--- config.mk ---
export PLATFORM = sky130hd
export DESIGN_NAME = pipe_hazard_ctrl
export DESIGN_NICKNAME = d
export VERILOG_FILES = /design/src/rtl/pipe_hazard_ctrl.sv
export SDC_FILE = /design/constraint.sdc
export NUM_CORES = 1
export LEC_CHECK = 0
export CAP_MARGIN = 20
export CELL_PAD_IN_SITES_DETAIL_PLACEMENT = 2
export CELL_PAD_IN_SITES_GLOBAL_PLACEMENT = 2
export CORE_MARGIN = 4
export CORE_UTILIZATION = 33
export CTS_CLUSTER_DIAMETER = 30
export DETAILED_ROUTE_END_ITERATION = 12
export PLACE_DENSITY = 0.9
export SETUP_SLACK_MARGIN = 0.3
export SLEW_MARGIN = 25
export SYNTH_ARGS = -nofsm -noshare
export SYNTH_HDL_FRONTEND = slang
export SYNTH_SLANG_ARGS = --single-unit
--- constraint.sdc ---
create_clock -name clk -period 5.7 [get_ports clk]
set_input_delay 1.71 -clock clk [delete_from_list [all_inputs] [get_ports clk]]
set_output_delay 1.71 -clock clk [all_outputs]
set_load 0.005 [all_outputs]
--- src/rtl/pipe_hazard_ctrl.sv ---
// Hazard and forwarding controller for the 5-stage RV32I pipeline.
// Tracks the destination/write/load info of the instructions in EX, MEM and WB.
// Using that info, it drives the EX operand forwarding selects, the
// load-use/RAW stalls and the branch/jump flushes. It also keeps saturating
// counters of stall cycles and flush cycles.
module pipe_hazard_ctrl #(
  parameter int DATA_WIDTH     = 32,
  parameter int REG_ADDR_WIDTH = 5,
  parameter int FORWARD_EN     = 1,
  parameter int CNT_WIDTH      = 16
) (
  input  logic                      clk,
  input  logic                      rst,
  input  logic                      id_valid,
  input  logic [REG_ADDR_WIDTH-1:0] id_rs1,
  input  logic [REG_ADDR_WIDTH-1:0] id_rs2,
  input  logic [REG_ADDR_WIDTH-1:0] id_rd,
  input  logic                      id_reg_write,
  input  logic                      id_mem_read,
  input  logic                      ex_pc_src,
  output logic                      stall_f,
  output logic                      stall_d,
  output logic                      flush_d,
  output logic                      flush_e,
  output logic [1:0]                fwd_a_e,
  output logic [1:0]                fwd_b_e,
  output logic [CNT_WIDTH-1:0]      stall_cnt,
  output logic [CNT_WIDTH-1:0]      flush_cnt
);

  // Counters never grow wider than the datapath that would export them.
  localparam int EFF_CNT_WIDTH = (CNT_WIDTH < DATA_WIDTH) ? CNT_WIDTH : DATA_WIDTH;

  logic [REG_ADDR_WIDTH-1:0] ex_rs1, ex_rs2, ex_rd, mem_rd, wb_rd;
  logic                      ex_we, ex_ld, mem_we, wb_we;
  logic [1:0]                fwd_a, fwd_b;
  logic                      hazard;
  logic [EFF_CNT_WIDTH-1:0]  stall_q, flush_q;

  // A producer matches a source only if it writes a register other than x0.
  function automatic logic match(input logic                      we,
                                 input logic [REG_ADDR_WIDTH-1:0] rd,
                                 input logic [REG_ADDR_WIDTH-1:0] src);
    return we && (rd != '0) && (rd == src);
  endfunction

  // Forwarding selects and the raw hazard condition, from the shadow stages and ID.
  always_comb begin
    hazard = 1'b0;
    fwd_a  = 2'b00;
    fwd_b  = 2'b00;
    if (FORWARD_EN != 0) begin
      if (match(mem_we, mem_rd, ex_rs1))     fwd_a = 2'b10;
      else if (match(wb_we, wb_rd, ex_rs1))  fwd_a = 2'b01;
      if (match(mem_we, mem_rd, ex_rs2))     fwd_b = 2'b10;
      else if (match(wb_we, wb_rd, ex_rs2))  fwd_b = 2'b01;
      hazard = id_valid && ex_ld &&
               (match(ex_we, ex_rd, id_rs1) || match(ex_we, ex_rd, id_rs2));
    end else begin
      hazard = id_valid &&
               (match(ex_we,  ex_rd,  id_rs1) || match(ex_we,  ex_rd,  id_rs2) ||
                match(mem_we, mem_rd, id_rs1) || match(mem_we, mem_rd, id_rs2) ||
                match(wb_we,  wb_rd,  id_rs1) || match(wb_we,  wb_rd,  id_rs2));
    end
  end

  // Output priority: reset forces a flush, a taken branch beats a stall.
  always_comb begin
    stall_f = 1'b0;
    stall_d = 1'b0;
    flush_d = 1'b0;
    flush_e = 1'b0;
    fwd_a_e = fwd_a;
    fwd_b_e = fwd_b;
    if (rst) begin
      flush_d = 1'b1;
      flush_e = 1'b1;
      fwd_a_e = 2'b00;
      fwd_b_e = 2'b00;
    end else if (ex_pc_src) begin
      flush_d = 1'b1;
      flush_e = 1'b1;
    end else if (hazard) begin
      stall_f = 1'b1;
      stall_d = 1'b1;
      flush_e = 1'b1;
    end
  end

  // Shadow pipeline: ID feeds EX (bubble on flush), EX and MEM shift every cycle.
  always_ff @(posedge clk) begin
    if (rst) begin
      ex_rs1 <= '0;
      ex_rs2 <= '0;
      ex_rd  <= '0;
      ex_we  <= 1'b0;
      ex_ld  <= 1'b0;
      mem_rd <= '0;
      mem_we <= 1'b0;
      wb_rd  <= '0;
      wb_we  <= 1'b0;
    end else begin
      ex_rs1 <= id_rs1;
      ex_rs2 <= id_rs2;
      ex_rd  <= id_rd;
      ex_we  <= id_valid && id_reg_write && !flush_e;
      ex_ld  <= id_valid && id_mem_read && !flush_e;
      mem_rd <= ex_rd;
      mem_we <= ex_we;
      wb_rd  <= mem_rd;
      wb_we  <= mem_we;
    end
  end

  // Saturating performance counters for stall cycles and redirect cycles.
  always_ff @(posedge clk) begin
    if (rst) begin
      stall_q <= '0;
      flush_q <= '0;
    end else begin
      if (stall_d && (stall_q != '1))   stall_q <= stall_q + 1'b1;
      if (ex_pc_src && (flush_q != '1)) flush_q <= flush_q + 1'b1;
    end
  end

  assign stall_cnt = CNT_WIDTH'(stall_q);
  assign flush_cnt = CNT_WIDTH'(flush_q);

endmodule

==> impl_metrics.prom, run 1 <==
# TYPE chip_impl_metric gauge
chip_impl_metric{name="critical_path_required",unit="ps"} 3990
chip_impl_info{name="run_status",value="finished clean"} 1
chip_impl_metric{name="power.ir.vdd_worst",unit="mV"} 0.102
chip_impl_metric{name="portBuffers",unit=""} 60
chip_impl_metric{name="post_synthesis_net_count",unit=""} 349
chip_impl_metric{name="critPathArrivalTime",unit="ps"} 3590
chip_impl_metric{name="floorplan.rows",unit=""} 34
chip_impl_metric{name="starting_utilization_of_the_core_area",unit=""} 0.338
chip_impl_metric{name="route.detailed.vias_per_inst",unit=""} 5.35
chip_impl_metric{name="core_area",unit="um^2"} 8680
chip_impl_info{name="clk_root_buffer_cell",value="sky130_fd_sc_hd__clkbuf_8"} 1
chip_impl_metric{name="drive_above_1_share",unit=""} 0.0689
chip_impl_metric{name="grt_antenna_before_repair",unit=""} 0
chip_impl_metric{name="fin_tns_setup",unit="ps"} 0
chip_impl_metric{name="postSynth.asyncResetShare",unit=""} 0
chip_impl_metric{name="distinct_cell_type_count_of_the_synthesized_netlist",unit=""} 43
chip_impl_metric{name="antenna_cells_inserted",unit=""} 0
chip_impl_metric{name="die_width",unit="um"} 102
chip_impl_metric{name="insertion_delay",unit="ps"} 350
chip_impl_metric{name="post_synth_edffs",unit=""} 0
chip_impl_metric{name="hpwl",unit="um"} 6820
chip_impl_info{name="min_path_type",value="flop to flop"} 1
chip_impl_metric{name="finish.cell_count_without_fillers",unit=""} 500
chip_impl_metric{name="final_design_area_no_fill",unit="um^2"} 3820
chip_impl_metric{name="vias",unit=""} 2676
chip_impl_metric{name="cts_hold_fix_bufs",unit=""} 0
chip_impl_info{name="setup.worst_path.start_class",value="input port"} 1
chip_impl_metric{name="timing.max_cap.violations",unit=""} 0
chip_impl_metric{name="maximum_number_of_pins_on_one_net_before_global_route_repair",unit=""} 37
chip_impl_metric{name="placed_cell_area",unit="um^2"} 3630
chip_impl_metric{name="cts_made_buffers",unit=""} 9
chip_impl_metric{name="drt-total-wl",unit="um"} 9680
chip_impl_metric{name="ctsLongestPathBuffers",unit=""} 2
chip_impl_metric{name="power_density",unit="nW/um^2"} 238
chip_impl_metric{name="number_of_global_route_vias_before_repair",unit=""} 3023
chip_impl_metric{name="die_height",unit="um"} 102
chip_impl_metric{name="place.gp.congestion",unit=""} 0.768
chip_impl_metric{name="drt-initial-drc-count",unit=""} 73
chip_impl_metric{name="relative_slew_slack",unit=""} 0.550
chip_impl_metric{name="cts_repair_resize_count",unit=""} 0
chip_impl_metric{name="synth-seq-cells",unit=""} 61
chip_impl_metric{name="achievable-frequency",unit="MHz"} 189
chip_impl_metric{name="cts_setup_buffers",unit=""} 0
chip_impl_metric{name="grt_first_pass_wirelength",unit="um"} 15900
chip_impl_metric{name="finalHoldViolCount",unit=""} 0
chip_impl_metric{name="post_drt_wl_per_cell",unit="um"} 19.4
chip_impl_metric{name="synth.yosys.seq_area_share",unit=""} 0.416
chip_impl_info{name="worst-setup-path-type",value="input port to output pin"} 1
chip_impl_metric{name="report.final.slew_viol_count",unit=""} 0
chip_impl_metric{name="timing.final.crit_period",unit="ps"} 5300
chip_impl_metric{name="synth_warnings",unit=""} 0
chip_impl_metric{name="die-area",unit="um^2"} 10500
chip_impl_metric{name="mappedNetlistArea",unit="um^2"} 2940
chip_impl_metric{name="leakagePower",unit="nW"} 1.32
chip_impl_metric{name="placed_cells_incl_taps",unit=""} 484
chip_impl_metric{name="clk_pin_slew",unit="ps"} 70
chip_impl_metric{name="ios",unit=""} 61
chip_impl_metric{name="area_growth",unit="%"} 30.1
chip_impl_metric{name="nets",unit=""} 410
chip_impl_info{name="cts_tree",value="yes"} 1
chip_impl_metric{name="timing_worst_slew_pin_value",unit="ps"} 667
chip_impl_metric{name="timing.final.crit_share",unit=""} 0.930
chip_impl_metric{name="synth_cells",unit=""} 326
chip_impl_metric{name="routed_antenna_nets",unit=""} 0
chip_impl_metric{name="timing.critical_path.fanout_max",unit=""} 3
chip_impl_metric{name="globalRouteTotalUtil",unit=""} 0.197
chip_impl_metric{name="clkSinkCount",unit=""} 61
chip_impl_metric{name="avgSynthCellArea",unit="um^2"} 9.00
chip_impl_info{name="yosys_most_used_dff",value="sky130_fd_sc_hd__dfxtp_1"} 1
chip_impl_metric{name="grt_overflow",unit=""} 0
chip_impl_info{name="grt_setup_unrepaired",value="false"} 1
chip_impl_info{name="end_kind",value="output pin"} 1
chip_impl_metric{name="ctsHtreeMaxLevel",unit=""} 3
chip_impl_metric{name="timing.clock.skew",unit="ps"} 11.0
chip_impl_metric{name="drt_pass1_iterations",unit=""} 4
chip_impl_metric{name="detail_route.drc_violations",unit=""} 0
chip_impl_metric{name="setup_viol",unit=""} 0
[metrics by stage]
stage / power, W / setup WS [ps] / util / hold WS [ps]
6_report: 0.000908 / 397 / 0.440 / 510
5_1_grt: 0.000950 / 316 / 0.440 / 508
4_1_cts: 0.000918 / 375 / 0.440 / 515
2_1_floorplan: 0.000495 / 1080 / - / 431
3_5_place_dp: 0.000533 / 369 / 0.418 / 478
3_3_place_gp: 0.000527 / 501 / 0.418 / 448
[registers in the layout (all words and copies together), names as in the netlist]
| register | count |
|---|---|
| mem_we | 1 |
| ex_rd | 5 |
| ex_rs2 | 5 |
| ex_we | 1 |
| stall_cnt | 16 |
| flush_cnt | 16 |
| wb_rd | 5 |
| mem_rd | 5 |
| ex_ld | 1 |
| wb_we | 1 |
| ex_rs1 | 5 |
[kinds of logic (layout without fill, tap and decap cells)]
logic type,after synthesis,count (layout),share of synthesized area
flops,61,61,0.416
compound gates,40,40,0.0955
xor+xnor,44,44,0.131
mux,5,5,0.0183
simple gates,157,157,0.303
fa+ha+maj,2,2,0.00852
buf+inv,17,83,0.0277
[path summary, 6_finish.rpt]
check | depth (start not counted) | end | slack (ps) | start
setup reg to reg | 6 | stall_cnt[14] | 3500 | ex_rd[0]
hold reg to reg | 1 | wb_we | 510 | mem_we
hold / removal | 1 | wb_we | 510 | mem_we
setup / recovery | 6 | flush_e | 400 | id_rs2[2]
[where the power goes]
group	switching [W]	internal (W)
Sequential	0.0000144	0.000436
Clock	0.000174	0.000211
Combinational	0.0000362	0.0000370
[cell type report]
cell class	count	area, um^2
multi-input cells	248	1630
well taps	108	135
repair buffers	64	626
flip-flops and latches	61	1220
clock buffers	11	141
fillers	975	4860
inverters	3	11.3
clock inverters	5	50.0
[critical path: stages]
cell and delay (ps):
sky130_fd_sc_hd__clkdlybuf4s50_1 450, sky130_fd_sc_hd__xor2_1 160, sky130_fd_sc_hd__nor3_1 220, sky130_fd_sc_hd__a22oi_1 190, sky130_fd_sc_hd__o31ai_1 310, sky130_fd_sc_hd__clkdlybuf4s50_1 550
[synth_stat cells (all sizes together), types with 3 or more instances]
master  count  area share
a21oi      10       0.017
and4        5       0.015
buf         6       0.014
clkbuf      8       0.010
dfxtp      61        0.42
inv         3      0.0038
mux2        3       0.012
nand2      14       0.018
nand2b      4      0.0085
nand3      18       0.031
nand4      10       0.021
nor2       29       0.037
nor2b      33       0.070
nor3        9       0.015
nor4       13       0.028
o21ai       8       0.014
o31ai      11       0.028
or4        14       0.037
xnor2      14       0.042
xor2       30       0.090
[layout by cell type, fill, tap and decap left out, drive strengths merged, types with 5 or more instances in the layout]
cell type      netlist  layout
dfxtp               61      61
clkdlybuf4s50        0      59
nor2b               33      33
xor2                30      30
nor2                29      29
nand3               18      18
xnor2               14      14
nand2               14      14
or4                 14      14
nor4                13      13
o31ai               11      11
clkbuf               8      11
nand4               10      10
a21oi               10      10
nor3                 9       9
o21ai                8       8
and4                 5       5
buf                  6       5
[layer usage]
metal / track usage / wire length [um] / vias up
met5: 0 / 0 / -
met4: 0.0656 / 144 / 0
met3: 0.0505 / 364 / 14
met2: 0.345 / 5030 / 49
met1: 0.233 / 4130 / 1328
li1: - / - / 1285
Note: power is estimated with default switching activity, not from simulation.
==> run 2: changes to the inputs <==
GPL_TIMING_DRIVEN = 1   (was default)
==> results of run 2 <==
No change in the layout: final DEF, timing and power equal those of run 1.
==> run 3: changes to the inputs <==
CTS_CLUSTER_SIZE = 16   (was default)
HOLD_SLACK_MARGIN = 0.1   (was default)
==> results of run 3 <==
No change in the layout: final DEF, timing and power equal those of run 1.
